[src/rtl/can_pkg.sv]
// ----------------------------------------------------------------------------
// can_pkg
// Shared definitions for the CAN transmit scheduler slice.
//   CAN_ID_W / CAN_DLC_W / CAN_DATA_W : standard-frame field widths
//   sched_state_t                     : scheduler FSM states
//   can_frame_t                       : latched frame {id, dlc, data}
// ----------------------------------------------------------------------------
package can_pkg;

    localparam int CAN_ID_W   = 11;
    localparam int CAN_DLC_W  = 4;
    localparam int CAN_DATA_W = 64;

    typedef enum logic [2:0] {
        IDLE,
        SELECT,
        LAUNCH,
        WAIT_DONE,
        IFS
    } sched_state_t;

    typedef struct packed {
        logic [CAN_ID_W-1:0]   id;
        logic [CAN_DLC_W-1:0]  dlc;
        logic [CAN_DATA_W-1:0] data;
    } can_frame_t;

endpackage

[src/rtl/can_prio_sel.sv]
// ----------------------------------------------------------------------------
// can_prio_sel
// Combinational arbiter: among requesting mailboxes, picks the one with the
// numerically smallest identifier (CAN bus priority). Ties resolve to the
// lowest mailbox index.
//   i_Req   : request per mailbox
//   i_Id    : packed identifiers, mailbox k at [11k+10:11k]
//   o_Valid : at least one request present
//   o_Grant : one-hot grant of the winner (all zero when !o_Valid)
//   o_Idx   : index of the winner
// ----------------------------------------------------------------------------
module can_prio_sel
    import can_pkg::*;
#(
    parameter int NUM_MBOX = 4,
    parameter int IDX_W    = (NUM_MBOX > 1) ? $clog2(NUM_MBOX) : 1
) (
    input  logic [NUM_MBOX-1:0]          i_Req,
    input  logic [CAN_ID_W*NUM_MBOX-1:0] i_Id,
    output logic                         o_Valid,
    output logic [NUM_MBOX-1:0]          o_Grant,
    output logic [IDX_W-1:0]             o_Idx
);

    logic [CAN_ID_W-1:0] w_Best_Id;

    always_comb begin
        o_Valid   = 1'b0;
        o_Grant   = '0;
        o_Idx     = '0;
        w_Best_Id = '1;
        // Strict '<' keeps the earlier (lower-index) mailbox on equal ids.
        for (int unsigned k = 0; k < NUM_MBOX; k++) begin
            if (i_Req[k] && (!o_Valid || (i_Id[CAN_ID_W*k +: CAN_ID_W] < w_Best_Id))) begin
                o_Valid   = 1'b1;
                w_Best_Id = i_Id[CAN_ID_W*k +: CAN_ID_W];
                o_Idx     = IDX_W'(k);
            end
        end
        o_Grant[o_Idx] = o_Valid;
    end

endmodule

[src/rtl/can_tx_sched.sv]
// ----------------------------------------------------------------------------
// can_tx_sched
// Shares one can_tx serializer between NUM_MBOX transmit mailboxes. Picks the
// pending frame with the lowest identifier, launches it with a one-cycle
// o_Tx_DV, waits for i_Tx_Done, retries unacknowledged frames up to MAX_RETRY
// times, enforces an interframe space and reports done/error per mailbox.
//   i_Clock, i_Rst_n        : clock, asynchronous active-low reset
//   i_Req/i_Id/i_Len/i_Data : host mailbox requests and packed frame fields
//   o_Done / o_Err          : one-cycle per-mailbox completion pulses
//   o_Busy                  : scheduler not idle
//   o_Tx_DV/Id/Len/Data     : launch strobe and latched frame to can_tx
//   i_Tx_Done / i_Tx_Ack    : end-of-frame pulse and ACK status from can_tx
// ----------------------------------------------------------------------------
module can_tx_sched
    import can_pkg::*;
#(
    parameter int NUM_MBOX     = 4,
    parameter int CLKS_PER_BIT = 10,
    parameter int IFS_BITS     = 3,
    parameter int MAX_RETRY    = 3,
    parameter int TIMEOUT_CLKS = 2048
) (
    input  logic                            i_Clock,
    input  logic                            i_Rst_n,
    input  logic [NUM_MBOX-1:0]             i_Req,
    input  logic [CAN_ID_W*NUM_MBOX-1:0]    i_Id,
    input  logic [CAN_DLC_W*NUM_MBOX-1:0]   i_Len,
    input  logic [CAN_DATA_W*NUM_MBOX-1:0]  i_Data,
    output logic [NUM_MBOX-1:0]             o_Done,
    output logic [NUM_MBOX-1:0]             o_Err,
    output logic                            o_Busy,
    output logic                            o_Tx_DV,
    output logic [CAN_ID_W-1:0]             o_Tx_Id,
    output logic [CAN_DLC_W-1:0]            o_Tx_Len,
    output logic [CAN_DATA_W-1:0]           o_Tx_Data,
    input  logic                            i_Tx_Done,
    input  logic                            i_Tx_Ack
);

    localparam int IDX_W   = (NUM_MBOX > 1) ? $clog2(NUM_MBOX) : 1;
    localparam int IFS_CYC = IFS_BITS * CLKS_PER_BIT;
    localparam int WD_W    = (TIMEOUT_CLKS > 1) ? $clog2(TIMEOUT_CLKS) : 1;
    localparam int IFS_W   = $clog2(IFS_CYC + 1);
    localparam int RTY_W   = (MAX_RETRY > 0) ? $clog2(MAX_RETRY + 1) : 1;

    sched_state_t          r_State;
    can_frame_t            r_Frame;
    logic [NUM_MBOX-1:0]   r_Grant;
    logic [NUM_MBOX-1:0]   r_Done;
    logic [NUM_MBOX-1:0]   r_Err;
    logic                  r_Tx_DV;
    logic                  r_Relaunch;
    logic [RTY_W-1:0]      r_Retry;
    logic [WD_W-1:0]       r_Wd;
    logic [IFS_W-1:0]      r_Ifs;

    logic                  w_Sel_Valid;
    logic [NUM_MBOX-1:0]   w_Sel_Grant;
    logic [IDX_W-1:0]      w_Sel_Idx;
    can_frame_t            w_Sel_Frame;

    can_prio_sel #(
        .NUM_MBOX (NUM_MBOX),
        .IDX_W    (IDX_W)
    ) u_prio_sel (
        .i_Req   (i_Req),
        .i_Id    (i_Id),
        .o_Valid (w_Sel_Valid),
        .o_Grant (w_Sel_Grant),
        .o_Idx   (w_Sel_Idx)
    );

    always_comb begin
        w_Sel_Frame      = '0;
        w_Sel_Frame.id   = i_Id[CAN_ID_W*w_Sel_Idx +: CAN_ID_W];
        w_Sel_Frame.dlc  = i_Len[CAN_DLC_W*w_Sel_Idx +: CAN_DLC_W];
        w_Sel_Frame.data = i_Data[CAN_DATA_W*w_Sel_Idx +: CAN_DATA_W];
    end

    always_ff @(posedge i_Clock or negedge i_Rst_n) begin
        if (!i_Rst_n) begin
            r_State    <= IDLE;
            r_Frame    <= '0;
            r_Grant    <= '0;
            r_Done     <= '0;
            r_Err      <= '0;
            r_Tx_DV    <= 1'b0;
            r_Relaunch <= 1'b0;
            r_Retry    <= '0;
            r_Wd       <= '0;
            r_Ifs      <= '0;
        end else begin
            r_Tx_DV <= 1'b0;
            r_Done  <= '0;
            r_Err   <= '0;
            case (r_State)
                IDLE: begin
                    if (|i_Req) r_State <= SELECT;
                end
                SELECT: begin
                    // A request withdrawn in the same cycle leaves no winner;
                    // fall back to IDLE rather than launch an empty frame.
                    if (w_Sel_Valid) begin
                        r_Frame <= w_Sel_Frame;
                        r_Grant <= w_Sel_Grant;
                        r_Retry <= '0;
                        r_State <= LAUNCH;
                    end else begin
                        r_State <= IDLE;
                    end
                end
                LAUNCH: begin
                    r_Tx_DV    <= 1'b1;
                    r_Wd       <= WD_W'(TIMEOUT_CLKS - 1);
                    r_Relaunch <= 1'b0;
                    r_State    <= WAIT_DONE;
                end
                WAIT_DONE: begin
                    // i_Tx_Done takes precedence over a watchdog expiring in
                    // the same cycle.
                    if (i_Tx_Done) begin
                        if (i_Tx_Ack) begin
                            r_Done <= r_Grant;
                        end else if (r_Retry < RTY_W'(MAX_RETRY)) begin
                            r_Retry    <= r_Retry + 1'b1;
                            r_Relaunch <= 1'b1;
                        end else begin
                            r_Err <= r_Grant;
                        end
                        r_Ifs   <= IFS_W'(IFS_CYC);
                        r_State <= IFS;
                    end else if (r_Wd == '0) begin
                        r_Err   <= r_Grant;
                        r_Ifs   <= IFS_W'(IFS_CYC);
                        r_State <= IFS;
                    end else begin
                        r_Wd <= r_Wd - 1'b1;
                    end
                end
                IFS: begin
                    // Loaded with IFS_CYC on entry, so the state lasts
                    // exactly IFS_CYC cycles.
                    if (r_Ifs <= IFS_W'(1)) begin
                        r_Ifs   <= '0;
                        r_State <= r_Relaunch ? LAUNCH : IDLE;
                    end else begin
                        r_Ifs <= r_Ifs - 1'b1;
                    end
                end
                default: r_State <= IDLE;
            endcase
        end
    end

    assign o_Done    = r_Done;
    assign o_Err     = r_Err;
    assign o_Busy    = (r_State != IDLE);
    assign o_Tx_DV   = r_Tx_DV;
    assign o_Tx_Id   = r_Frame.id;
    assign o_Tx_Len  = r_Frame.dlc;
    assign o_Tx_Data = r_Frame.data;

endmodule

[config.mk]
export PLATFORM = sky130hd
export DESIGN_NAME = can_tx_sched
export DESIGN_NICKNAME = d
export VERILOG_FILES = /design/src/rtl/can_pkg.sv /design/src/rtl/can_prio_sel.sv /design/src/rtl/can_tx_sched.sv
export SDC_FILE = /design/constraint.sdc
export NUM_CORES = 1
export LEC_CHECK = 0
export BUFFER_PORTS_ARGS = -buffer_cell sky130_fd_sc_hd__buf_2
export CORE_MARGIN = 2
export CORE_UTILIZATION = 35
export DETAILED_ROUTE_END_ITERATION = 10
export MAX_ROUTING_LAYER = met4
export PLACE_DENSITY = 0.71
export SLEW_MARGIN = 20
export SYNTH_ARGS = -nofsm -noshare
export SYNTH_HDL_FRONTEND = slang
export SYNTH_SLANG_ARGS = --single-unit
[constraint.sdc]
create_clock -name i_Clock -period 2.5 [get_ports i_Clock]
set_input_delay 0.375 -clock i_Clock [delete_from_list [all_inputs] [get_ports i_Clock]]
set_output_delay 0.375 -clock i_Clock [all_outputs]
set_load 0.005 [all_outputs]
==> run_results.csv <==
group,metric,value,unit
cts,cts_hold_buf,0,
timing,rsz0062_at_grt,"yes",
timing,whs,0.0449,ns
floorplanning,die_w,159,um
synthesis,yosysMostFrequentCell,"nand2_1",
power_and_ir_drop,p_leak,6.81,nW
route,antenna_left,0,
synthesis,synth_commonest_cells,"nand2_1, dfrtp_1, mux2i_1, a21oi_1, inv_1",
worst_setup_path,r2r_cells,11,
timing,min_period,5.46,ns
grt,grt_first_pass_wirelength,55.1,mm
worst_setup_path,start_kind,"primary input",
route,drtIter0Drc,679,
floorplanning,die-area,25300,um^2
synthesis,synth_top_area_frac,0.340,
power_and_ir_drop,power_density,866,nW/um^2
worst_setup_path,worst-path-max-fanout,8,
final_layout,multi_input_area,5860,um^2
synthesis,ys.flop_type,"dfrtp_1",
synthesis,synthArstFlopShare,1.00,
worst_setup_path,crit_start,"i_Req[0]",
synthesis,syn-num-nets,1307,
min_path,min_path_type,"primary input to asynchronous set/reset pin",
synthesis,synth_warnings,0,
final_layout,seqCellArea,2850,um^2
worst_setup_path,cp.required,2.85,ns
cts,path_clk_slew,0.06,ns
outcome,violations,"setup timing",
power_and_ir_drop,ir_drop,0.000431,V
synthesis,syn_area_per_cell,8.84,um^2
final_layout,drive_above_1_share,0.513,
synthesis,synth_edf_count,0,
grt,antenna_found_initial,5,
cts,htree_levels,4,
route,routed-via-count,9797,
timing,period_share,2.18,
synthesis,yosysTopAreaCell,"dfrtp_1",
floorplanning,die_h,159,um
worst_setup_path,end_kind,"register",
grt,grt_usage,0.288,
worst_setup_path,max_stage_delay,0.53,ns
timing,clock-skew-final,0.0113,ns
grt,grt_max_degree,115,
placement,port_buffers,412,
floorplanning,pin_count,413,
cts,cts_buffers,17,
floorplanning,rows,56,
floorplanning,core,23500,um^2
synthesis,ys_ff_latch,114,
cts,cts_buffer_depth,2,
flow_run,max_cap_violations,0,
placement,gp_congestion,0.946,
floorplanning,initial_utilization,0.357,
route,drc_errors,0,
synthesis,synth.area.top_cells,"dfrtp_1, mux2i_1, o221ai_1",
worst_setup_path,slowest_stage,"or4_4",
worst_setup_path,worstPathArrival,5.81,ns
synthesis,yosysSeqAreaShare,0.340,
cts,cts_sinks,114,
final_layout,final_core_util,0.587,
timing,worst_pin_slew,1.22,ns
timing,setup_violations,83,
timing,slew_headroom,0.185,
worst_setup_path,regToRegSetupSlack,0.24,ns
placement,hpwl,25.6,mm
worst_setup_path,crit_type,"primary input to register",
route,vias_per_cell,5.44,
power_and_ir_drop,finalPower,0.0120,W
cts,cts_tree,"built",
grt,globalRouteOverflowTotal,0,
final_layout,fin_nets,1822,
worst_setup_path,reg2reg_to,"r_Wd[9]",
grt,grt_pass1_vias,9862,
cts,insertion_delay,0.42,ns
cts,cts_root_buf,"clkbuf_16",
outcome,outcome,"finished with violations",
worst_setup_path,reg2reg_from,"r_Wd[0]",
placement,dpl_cell_area,11700,um^2
timing,timing.fmax,183,MHz
timing,worst_slack,-2.96,ns
route,wire_per_inst,20.8,um
synthesis,synthCells,950,
synthesis,syn-cell-area,8400,um^2
final_layout,syn2layout_area_growth,64.4,%
timing,drv_slew,0,
route,firstDrtPassIters,5,
synthesis,yosysUniqueCellTypes,56,
final_layout,fillers,2041,
timing,timing_hold_violations_final,0,
route,wl,37.5,mm
final_layout,final_cell_area,13800,um^2
cells in the final DEF, fill, tap and decap left out, types with 9 or more instances in the layout:
cell type,synthesis,final
and3_1,17,13
a2bb2oi_1,56,38
nor2b_1,22,16
buf_12,0,23
mux2i_1,73,73
buf_4,0,98
o221ai_2,10,30
a2bb2oi_2,0,17
inv_1,70,70
and2_1,33,32
a21oi_2,0,18
buf_2,19,410
mux2_2,9,9
clkbuf_16,0,23
ha_1,33,25
nor2_1,28,21
nand3_1,10,9
nand2b_1,9,9
o21ai_2,0,13
o21ai_0,29,12
buf_6,3,20
nand2_1,118,114
o221ai_1,67,43
a21oi_1,71,51
o22a_1,16,16
dfrtp_1,114,114
report_power, final:
part           internal (W)  switching [W]
registers           0.00261       0.000444
logic               0.00315        0.00326
clock network       0.00151       0.000989
total               0.00726        0.00469
worst max-delay path, delay by kind of cell:
family | cells | cell delay (ns)
compound gates | 13 | 1.85
fa+ha+maj | 3 | 0.83
simple gates | 9 | 1.92
buf+inv | 6 | 0.82
state kept, by name (all words and copies together), names as in the netlist, 4 cells and up:
| signal | flops |
|---|---|
| o_Done | 4 |
| o_Err | 4 |
| o_Tx_Data | 64 |
| o_Tx_Id | 11 |
| o_Tx_Len | 4 |
| r_Grant | 4 |
| r_Ifs | 5 |
| r_Wd | 11 |
layer usage:
layer | vias to the layer above | global-route usage | wire length, um
met3 | 90 | 0.0658 | 2760
met5 | - | - | 0
met2 | 453 | 0.482 | 18200
li1 | 4563 | - | -
met4 | 0 | 0.113 | 1290
met1 | 4691 | 0.337 | 15200
per-stage QoR:
stage / instances / setup slack, ns / setup TNS (ns)
floorplan: 950 / -3.58 / -286.98
global placement: 1715 / -3.51 / -282.23
detailed placement: 1715 / -3.70 / -293.82
CTS: 1783 / -2.86 / -228.98
global route: 1801 / -3.14 / -251.38
finish: 1802 / -2.96 / -238.38
area by class of cell:
class,instances,area share
flip-flops and latches,114,0.207
well taps,319,0.0289
repair buffers,565,0.277
clock buffers,18,0.0318
inverters,70,0.0190
diodes,6,0.00109
clock inverters,13,0.0109
multi-input cells,697,0.425
repair_timing:
| action | CTS | global route |
|---|---|---|
| pin swaps | 45 | 35 |
| gates cloned | 11 | 9 |
| gates resized for setup | 113 | 83 |
| buffers inserted | 26 | 13 |
| endpoints found under the setup margin | 83 | 83 |
worst max path at each step:
stage	to	slack (ns)
after floorplan	o_Tx_Data[0]	-3.58
after global placement	o_Tx_Data[15]	-3.51
after detailed placement	o_Tx_Len[3]	-3.70
after CTS	o_Tx_Data[52]	-2.86
after global routing	o_Tx_Data[2]	-3.14
final	o_Tx_Data[62]	-2.96
kinds of logic (layout without fill, tap and decap cells):
kind of cell | after synthesis | count (layout) | share of synthesized area
muxes | 89 | 89 | 0.112
buffers and inverters | 140 | 666 | 0.0681
xor gates and xnor gates | 7 | 7 | 0.00730
other | 0 | 6 | 0
AOI/OAI and AO/OA | 294 | 294 | 0.266
and+or+nand+nor | 273 | 274 | 0.158
adders and majority gates | 33 | 33 | 0.0492
DFF | 114 | 114 | 0.340
Note: power is estimated with default switching activity, not from simulation.
